`src/rtl/reg_dump_scanner_pkg.sv`:
```
// ============================================================================
//  Module   : reg_dump_scanner_pkg
//  Purpose  : Shared debug-path definitions: dump FSM state encoding and the
//             default register-file geometry used by the dump scanner.
//  Ports    : none (package)
//  Revision : 1.0 - initial release
// ============================================================================
`default_nettype none

package reg_dump_scanner_pkg;

   // Register-file geometry defaults
   localparam int DEF_NUM_REGS = 32;
   localparam int DEF_ADDR_W   = 5;
   localparam int DEF_DATA_W   = 32;

   // Dump scanner FSM encoding
   typedef enum logic [1:0] {
      ST_IDLE = 2'd0,
      ST_READ = 2'd1,
      ST_SEND = 2'd2,
      ST_DONE = 2'd3
   } dump_state_e;

endpackage : reg_dump_scanner_pkg

`default_nettype wire

```
`src/rtl/reg_dump_scanner.sv`:
```
// ============================================================================
//  Module   : reg_dump_scanner
//  Purpose  : Walks register addresses 0..NUM_REGS-1 through the register
//             file debug port, captures each word and streams it out as an
//             (address, data) beat on a valid/ready interface while keeping a
//             running XOR checksum of every word sent.
//  Ports    : clk          - clock, all state updates on posedge
//             rst          - asynchronous active-high reset
//             start_i      - begin a dump (sampled only in IDLE)
//             abort_i      - cancel a dump in READ/SEND
//             debug_addr_o - address driven to the register file debug port
//             debug_data_i - combinational read data from the debug port
//             out_valid_o  - beat valid
//             out_ready_i  - consumer accepts beat
//             out_addr_o   - register address of current beat
//             out_data_o   - captured register value of current beat
//             busy_o       - high in READ or SEND
//             done_o       - one-cycle pulse after the last beat is accepted
//             checksum_o   - XOR of all words sent in the current/last dump
//  Revision : 1.0 - initial release
// ============================================================================
`default_nettype none

module reg_dump_scanner
   import reg_dump_scanner_pkg::*;
#(
   parameter int NUM_REGS = DEF_NUM_REGS,
   parameter int ADDR_W   = DEF_ADDR_W,
   parameter int DATA_W   = DEF_DATA_W
) (
   input  logic              clk,
   input  logic              rst,
   input  logic              start_i,
   input  logic              abort_i,
   output logic [ADDR_W-1:0] debug_addr_o,
   input  logic [DATA_W-1:0] debug_data_i,
   output logic              out_valid_o,
   input  logic              out_ready_i,
   output logic [ADDR_W-1:0] out_addr_o,
   output logic [DATA_W-1:0] out_data_o,
   output logic              busy_o,
   output logic              done_o,
   output logic [DATA_W-1:0] checksum_o
);

   localparam logic [ADDR_W-1:0] LAST_ADDR = ADDR_W'(NUM_REGS - 1);

   dump_state_e       state_q;
   logic [ADDR_W-1:0] addr_q;
   logic [ADDR_W-1:0] addr_d;
   logic              out_valid_q;
   logic [ADDR_W-1:0] out_addr_q;
   logic [DATA_W-1:0] out_data_q;
   logic              busy_q;
   logic              done_q;
   logic [DATA_W-1:0] checksum_q;
   logic [DATA_W-1:0] checksum_d;

   // The increment is only used after the terminal compare fails, so the
   // counter can never wrap past LAST_ADDR.
   assign addr_d     = addr_q + ADDR_W'(1);
   assign checksum_d = checksum_q ^ debug_data_i;

   always_ff @(posedge clk or posedge rst) begin
      if (rst) begin
         state_q     <= ST_IDLE;
         addr_q      <= '0;
         out_valid_q <= 1'b0;
         out_addr_q  <= '0;
         out_data_q  <= '0;
         busy_q      <= 1'b0;
         done_q      <= 1'b0;
         checksum_q  <= '0;
      end else begin
         case (state_q)
            ST_IDLE: begin
               done_q <= 1'b0;
               if (start_i) begin
                  addr_q     <= '0;
                  checksum_q <= '0;
                  busy_q     <= 1'b1;
                  state_q    <= ST_READ;
               end
            end

            ST_READ: begin
               if (abort_i) begin
                  out_valid_q <= 1'b0;
                  busy_q      <= 1'b0;
                  state_q     <= ST_IDLE;
               end else begin
                  out_data_q  <= debug_data_i;
                  out_addr_q  <= addr_q;
                  out_valid_q <= 1'b1;
                  checksum_q  <= checksum_d;
                  state_q     <= ST_SEND;
               end
            end

            ST_SEND: begin
               // Abort wins over a handshake in the same cycle.
               if (abort_i) begin
                  out_valid_q <= 1'b0;
                  busy_q      <= 1'b0;
                  state_q     <= ST_IDLE;
               end else if (out_ready_i) begin
                  out_valid_q <= 1'b0;
                  if (addr_q == LAST_ADDR) begin
                     busy_q  <= 1'b0;
                     done_q  <= 1'b1;
                     state_q <= ST_DONE;
                  end else begin
                     addr_q  <= addr_d;
                     state_q <= ST_READ;
                  end
               end
            end

            ST_DONE: begin
               done_q  <= 1'b0;
               state_q <= ST_IDLE;
            end

            default: begin
               out_valid_q <= 1'b0;
               busy_q      <= 1'b0;
               done_q      <= 1'b0;
               state_q     <= ST_IDLE;
            end
         endcase
      end
   end

   assign debug_addr_o = addr_q;
   assign out_valid_o  = out_valid_q;
   assign out_addr_o   = out_addr_q;
   assign out_data_o   = out_data_q;
   assign busy_o       = busy_q;
   assign done_o       = done_q;
   assign checksum_o   = checksum_q;

endmodule : reg_dump_scanner

`default_nettype wire

```
`config.mk`:
```
export PLATFORM = sky130hd
export DESIGN_NAME = reg_dump_scanner
export DESIGN_NICKNAME = d
export VERILOG_FILES = /design/src/rtl/reg_dump_scanner_pkg.sv /design/src/rtl/reg_dump_scanner.sv
export SDC_FILE = /design/constraint.sdc
export NUM_CORES = 1
export LEC_CHECK = 0
export BUFFER_PORTS_ARGS = -buffer_cell sky130_fd_sc_hd__buf_2
export CAP_MARGIN = 25
export CORE_MARGIN = 5
export CORE_UTILIZATION = 45
export DETAILED_ROUTE_END_ITERATION = 8
export PLACE_DENSITY = 0.72
export REMOVE_ABC_BUFFERS = 1
export SYNTH_ARGS = -nofsm -noshare
export SYNTH_HDL_FRONTEND = slang
export SYNTH_SLANG_ARGS = --single-unit
```
`constraint.sdc`:
```
create_clock -name clk -period 3.17 [get_ports clk]
set_input_delay 0.634 -clock clk [delete_from_list [all_inputs] [get_ports clk]]
set_output_delay 0.634 -clock clk [all_outputs]
set_load 0.02 [all_outputs]
```
==> qor.txt <==
Run status: complete, no violations
Number of instances in the synthesized netlist: 286
Period utilisation layout: 69.3%
Final-report hold violation count: 0
Ratio of routed vias to standard cells: 4.90
Static Leakage: 2.22 nW
DRC violation total after the first TritonRoute iteration: 76
Number of global-route vias before repair: 2671
Number of flops mapped to enable cells by yosys: 0
TritonCTS Buffers: 9
I/O pins: 114
Highest ir drop seen on vdd: 0.396 mV
All-Layer GR Usage: 16.2%
Final Instance Count excl. Fillers: 508
Worst-case clock buffer depth: 2
Initial antenna violation count: 0
Fraction of final layout cells sized beyond drive strength 1: 44.1%
Critical path required time: 3.40 ns
Worst path arrival time: 2.42 ns
Pins Over Slew Limit: 0
RSZ-0062 raised after global routing: false
Setup Slack @ Placement: 0.948 ns
Syn_area_per_cell: 12.2 sq um
Classification of the worst-slack hold path: primary input to async pin
Reg power frac: 37.1%
H-tree depth: 3
Crit path setup slack, layout: 0.973 ns
Switching Share: 40.5%
Maximum achievable frequency: 455 MHz
CP endpoint kind: flop
Slew headroom: 44.4%
Leading register cell type out of synthesis: sky130_fd_sc_hd__dfrtp_1
Ant diodes: 0
Power density over cell area: 1020 nW/um^2
Type of the worst setup path: flop to flop
Syn. warnings: 0
Number of gates resized after CTS: 0
Mean routed wirelength per cell: 14.7 um
Crit path max-delay cell type: sky130_fd_sc_hd__nand2b_1
Wire length of the first global-routing pass: 12.8 mm
Cells along the critical path: inv_1 -> ha_1 -> nand2b_1 -> buf_4 -> nand3_1 -> xor2_1 -> nor2_1
Slew at the pin closest to its max-slew limit: 0.834 ns
Layout Skew: 0.00978 ns
Number of buffers added to fix hold violations after cts: 0
Sequential element share of the synthesized area: 56.5%
Number of cells on the worst reg-to-reg path: 7
Root buffer cell: sky130_fd_sc_hd__clkbuf_8
Seq cells post-synth: 79
# DRC: 0
Switching power: 1.78 mW
Async SR Flop Fraction: 100%
Detailed Place HPWL: 5.37 mm
Layout filler cell count: 683
Worst-case register-to-register setup slack: 0.97 ns
Combinational share of power: 45.6%
Synthesis-to-layout area growth: 23.9%
Finish-stage setup viols: 0
CP Launch Type: flop
Width of the chip: 98.1 um
Skew-Pair Late Insertion Delay: 0.34 ns
Gp weighted congestion: 0.770
Internal power: 2.62 mW
Synth cell types: 33
Total congestion overflow after global routing: 0
Length of the first detailed-routing pass in iterations: 6
R2R Path Start: state_q[0]
Min Tclk post-route: 2.20 ns
Netlist Area Pre-Place: 3500 sq um
Crit Path Max Fanout: 21
Vias: 2487
Pin count of the biggest net entering global routing: 47
Die outline area: 9630 sq um
Clock Power Share: 17.3%
Height of the die: 98.1 um
Number of clock sinks seen by CTS: 79
Clock transition time at the flip-flop clock pins of the worst setup and hold paths: 0.08 ns
Capture instance of the worst register-to-register path: checksum_o[10]
Placed Cells incl. Taps: 492
CTS tree: yes
Number of buffers inserted by post-CTS setup repair: 0
Initial Utilization: 45.7%
Area inside the core boundary: 7650 sq um
Number of cell rows: 32
Termination of the worst setup path: checksum_o[10]
Total Routed Length: 7.46 mm
Total of buffers placed on input and output ports: 113
Post-Route Utilization: 56.7%
Timing startpoint of the critical path: state_q[0]
Number of max-cap violations: 0
Delay of the slowest critical-path stage: 0.63 ns
Nets: 444
Antenna Nets Post-Route: 0
-- worst max-delay path: cells and delay by family, from the launching register on --
family,cells,cell delay (ns)
XOR/XNOR,1,0.18
buffers and inverters,2,0.42
adder cells (fa/ha/maj),1,0.29
flip-flops,1,0.39
AND/OR/NAND/NOR,3,0.80
-- per-stage QoR --
step / instance area (sq um) / power, mW / setup TNS (ns) / hold WS, ns
2_1_floorplan: 3370 / 3.03 / -78.28 / 0.517
3_3_place_gp: 4130 / 3.63 / 0 / 0.484
3_5_place_dp: 4130 / 3.69 / 0 / 0.488
4_1_cts: 4330 / 4.47 / 0 / 0.419
5_1_grt: 4330 / 4.71 / 0 / 0.470
6_report: 4330 / 4.40 / 0 / 0.416
-- per-layer routing --
| metal | part of all wire (%) | vias to the layer above | GRT usage [%] |
|---|---|---|---|
| met5 | 0 | - | 0 |
| met4 | 1.1 | 0 | 5.99 |
| met3 | 7.8 | 7 | 5.14 |
| met2 | 46 | 90 | 26.0 |
| met1 | 45 | 1196 | 20.6 |
| li1 | - | 1194 | - |
-- synthesized netlist by cell type (2+ instances only) --
cell type / number / share of area [%]
sky130_fd_sc_hd__nand3_1: 33 / 4.7
sky130_fd_sc_hd__mux2_2: 27 / 8.7
sky130_fd_sc_hd__a21oi_1: 7 / 1.0
sky130_fd_sc_hd__nor2_1: 39 / 4.2
sky130_fd_sc_hd__buf_2: 5 / 0.72
sky130_fd_sc_hd__clkbuf_1: 3 / 0.32
sky130_fd_sc_hd__xor2_1: 32 / 8.0
sky130_fd_sc_hd__ha_1: 6 / 2.1
sky130_fd_sc_hd__nor2b_1: 2 / 0.36
sky130_fd_sc_hd__inv_1: 8 / 0.86
sky130_fd_sc_hd__buf_4: 2 / 0.43
sky130_fd_sc_hd__o21ai_0: 4 / 0.57
sky130_fd_sc_hd__a221o_1: 2 / 0.57
sky130_fd_sc_hd__nand2_1: 5 / 0.54
sky130_fd_sc_hd__mux2_4: 10 / 4.3
sky130_fd_sc_hd__buf_6: 5 / 1.6
sky130_fd_sc_hd__mux2i_1: 2 / 0.57
sky130_fd_sc_hd__dfrtp_1: 79 / 57
-- flip-flops by register name (all words and copies together), names as in the netlist --
| register | cells |
|---|---|
| checksum_o | 32 |
| out_data_o | 32 |
| busy_o | 1 |
| out_valid_o | 1 |
| debug_addr_o | 5 |
| state_q | 2 |
| out_addr_o | 5 |
| done_o | 1 |
-- power by group through the flow --
| stage | Sequential (mW) | Combinational (mW) | Clock [mW] |
|---|---|---|---|
| after floorplan | 2.12 | 0.907 | 0 |
| after global placement | 1.64 | 1.98 | 0 |
| after detailed placement | 1.65 | 2.04 | 0 |
| after CTS | 1.64 | 2.04 | 0.789 |
| after global routing | 1.69 | 2.19 | 0.832 |
| final | 1.63 | 2.01 | 0.760 |
-- logic make-up (layout without fill, tap and decap cells) --
group	Yosys count	count (layout)	synth area share [%]
buffers and inverters	24	144	4.51
flip-flops	79	79	56.5
AND/OR/NAND/NOR	85	85	11.2
adder cells (fa/ha/maj)	6	6	2.15
multiplexers	39	39	13.6
XOR/XNOR	32	32	8.02
AO/OA/AOI/OAI	21	21	3.97
-- cell type report --
class	count	area [sq um]	share of cell area, %
Clock buffer	11	151	3.49
Timing Repair Buffer	120	618	14.3
Tap cell	102	128	2.95
Multi-Input combinational cell	183	1370	31.6
Inverter	8	31.3	0.722
Sequential cell	79	1980	45.6
Clock inverter	5	56.3	1.30
-- placed cells by master, fill, tap and decap left out, drive strengths merged --
master    count
mux2i         2
a21boi        1
ha            6
dfrtp        79
mux2         37
or3           1
nand2         5
buf         120
and3          1
bufinv        1
o22ai         1
a22oi         1
o22a          1
a21oi         7
nand4         1
nand3        33
nand2b        1
nor2         39
a41oi         1
clkinv        4
a221oi        1
xor2         32
clkbuf       11
inv           7
clkinvlp      1
and4bb        1
nor2b         2
o211ai        1
and2          1
a221o         2
o21ai         5
-- worst min path at each step --
stage | end | slack [ns]
5_1_grt | out_data_o[5] | 0.47
2_1_floorplan | state_q[0] | 0.52
4_1_cts | checksum_o[26] | 0.42
3_3_place_gp | out_data_o[16] | 0.48
6_report | out_data_o[5] | 0.42
3_5_place_dp | out_data_o[7] | 0.49
Power figures use the tool's default switching activity.
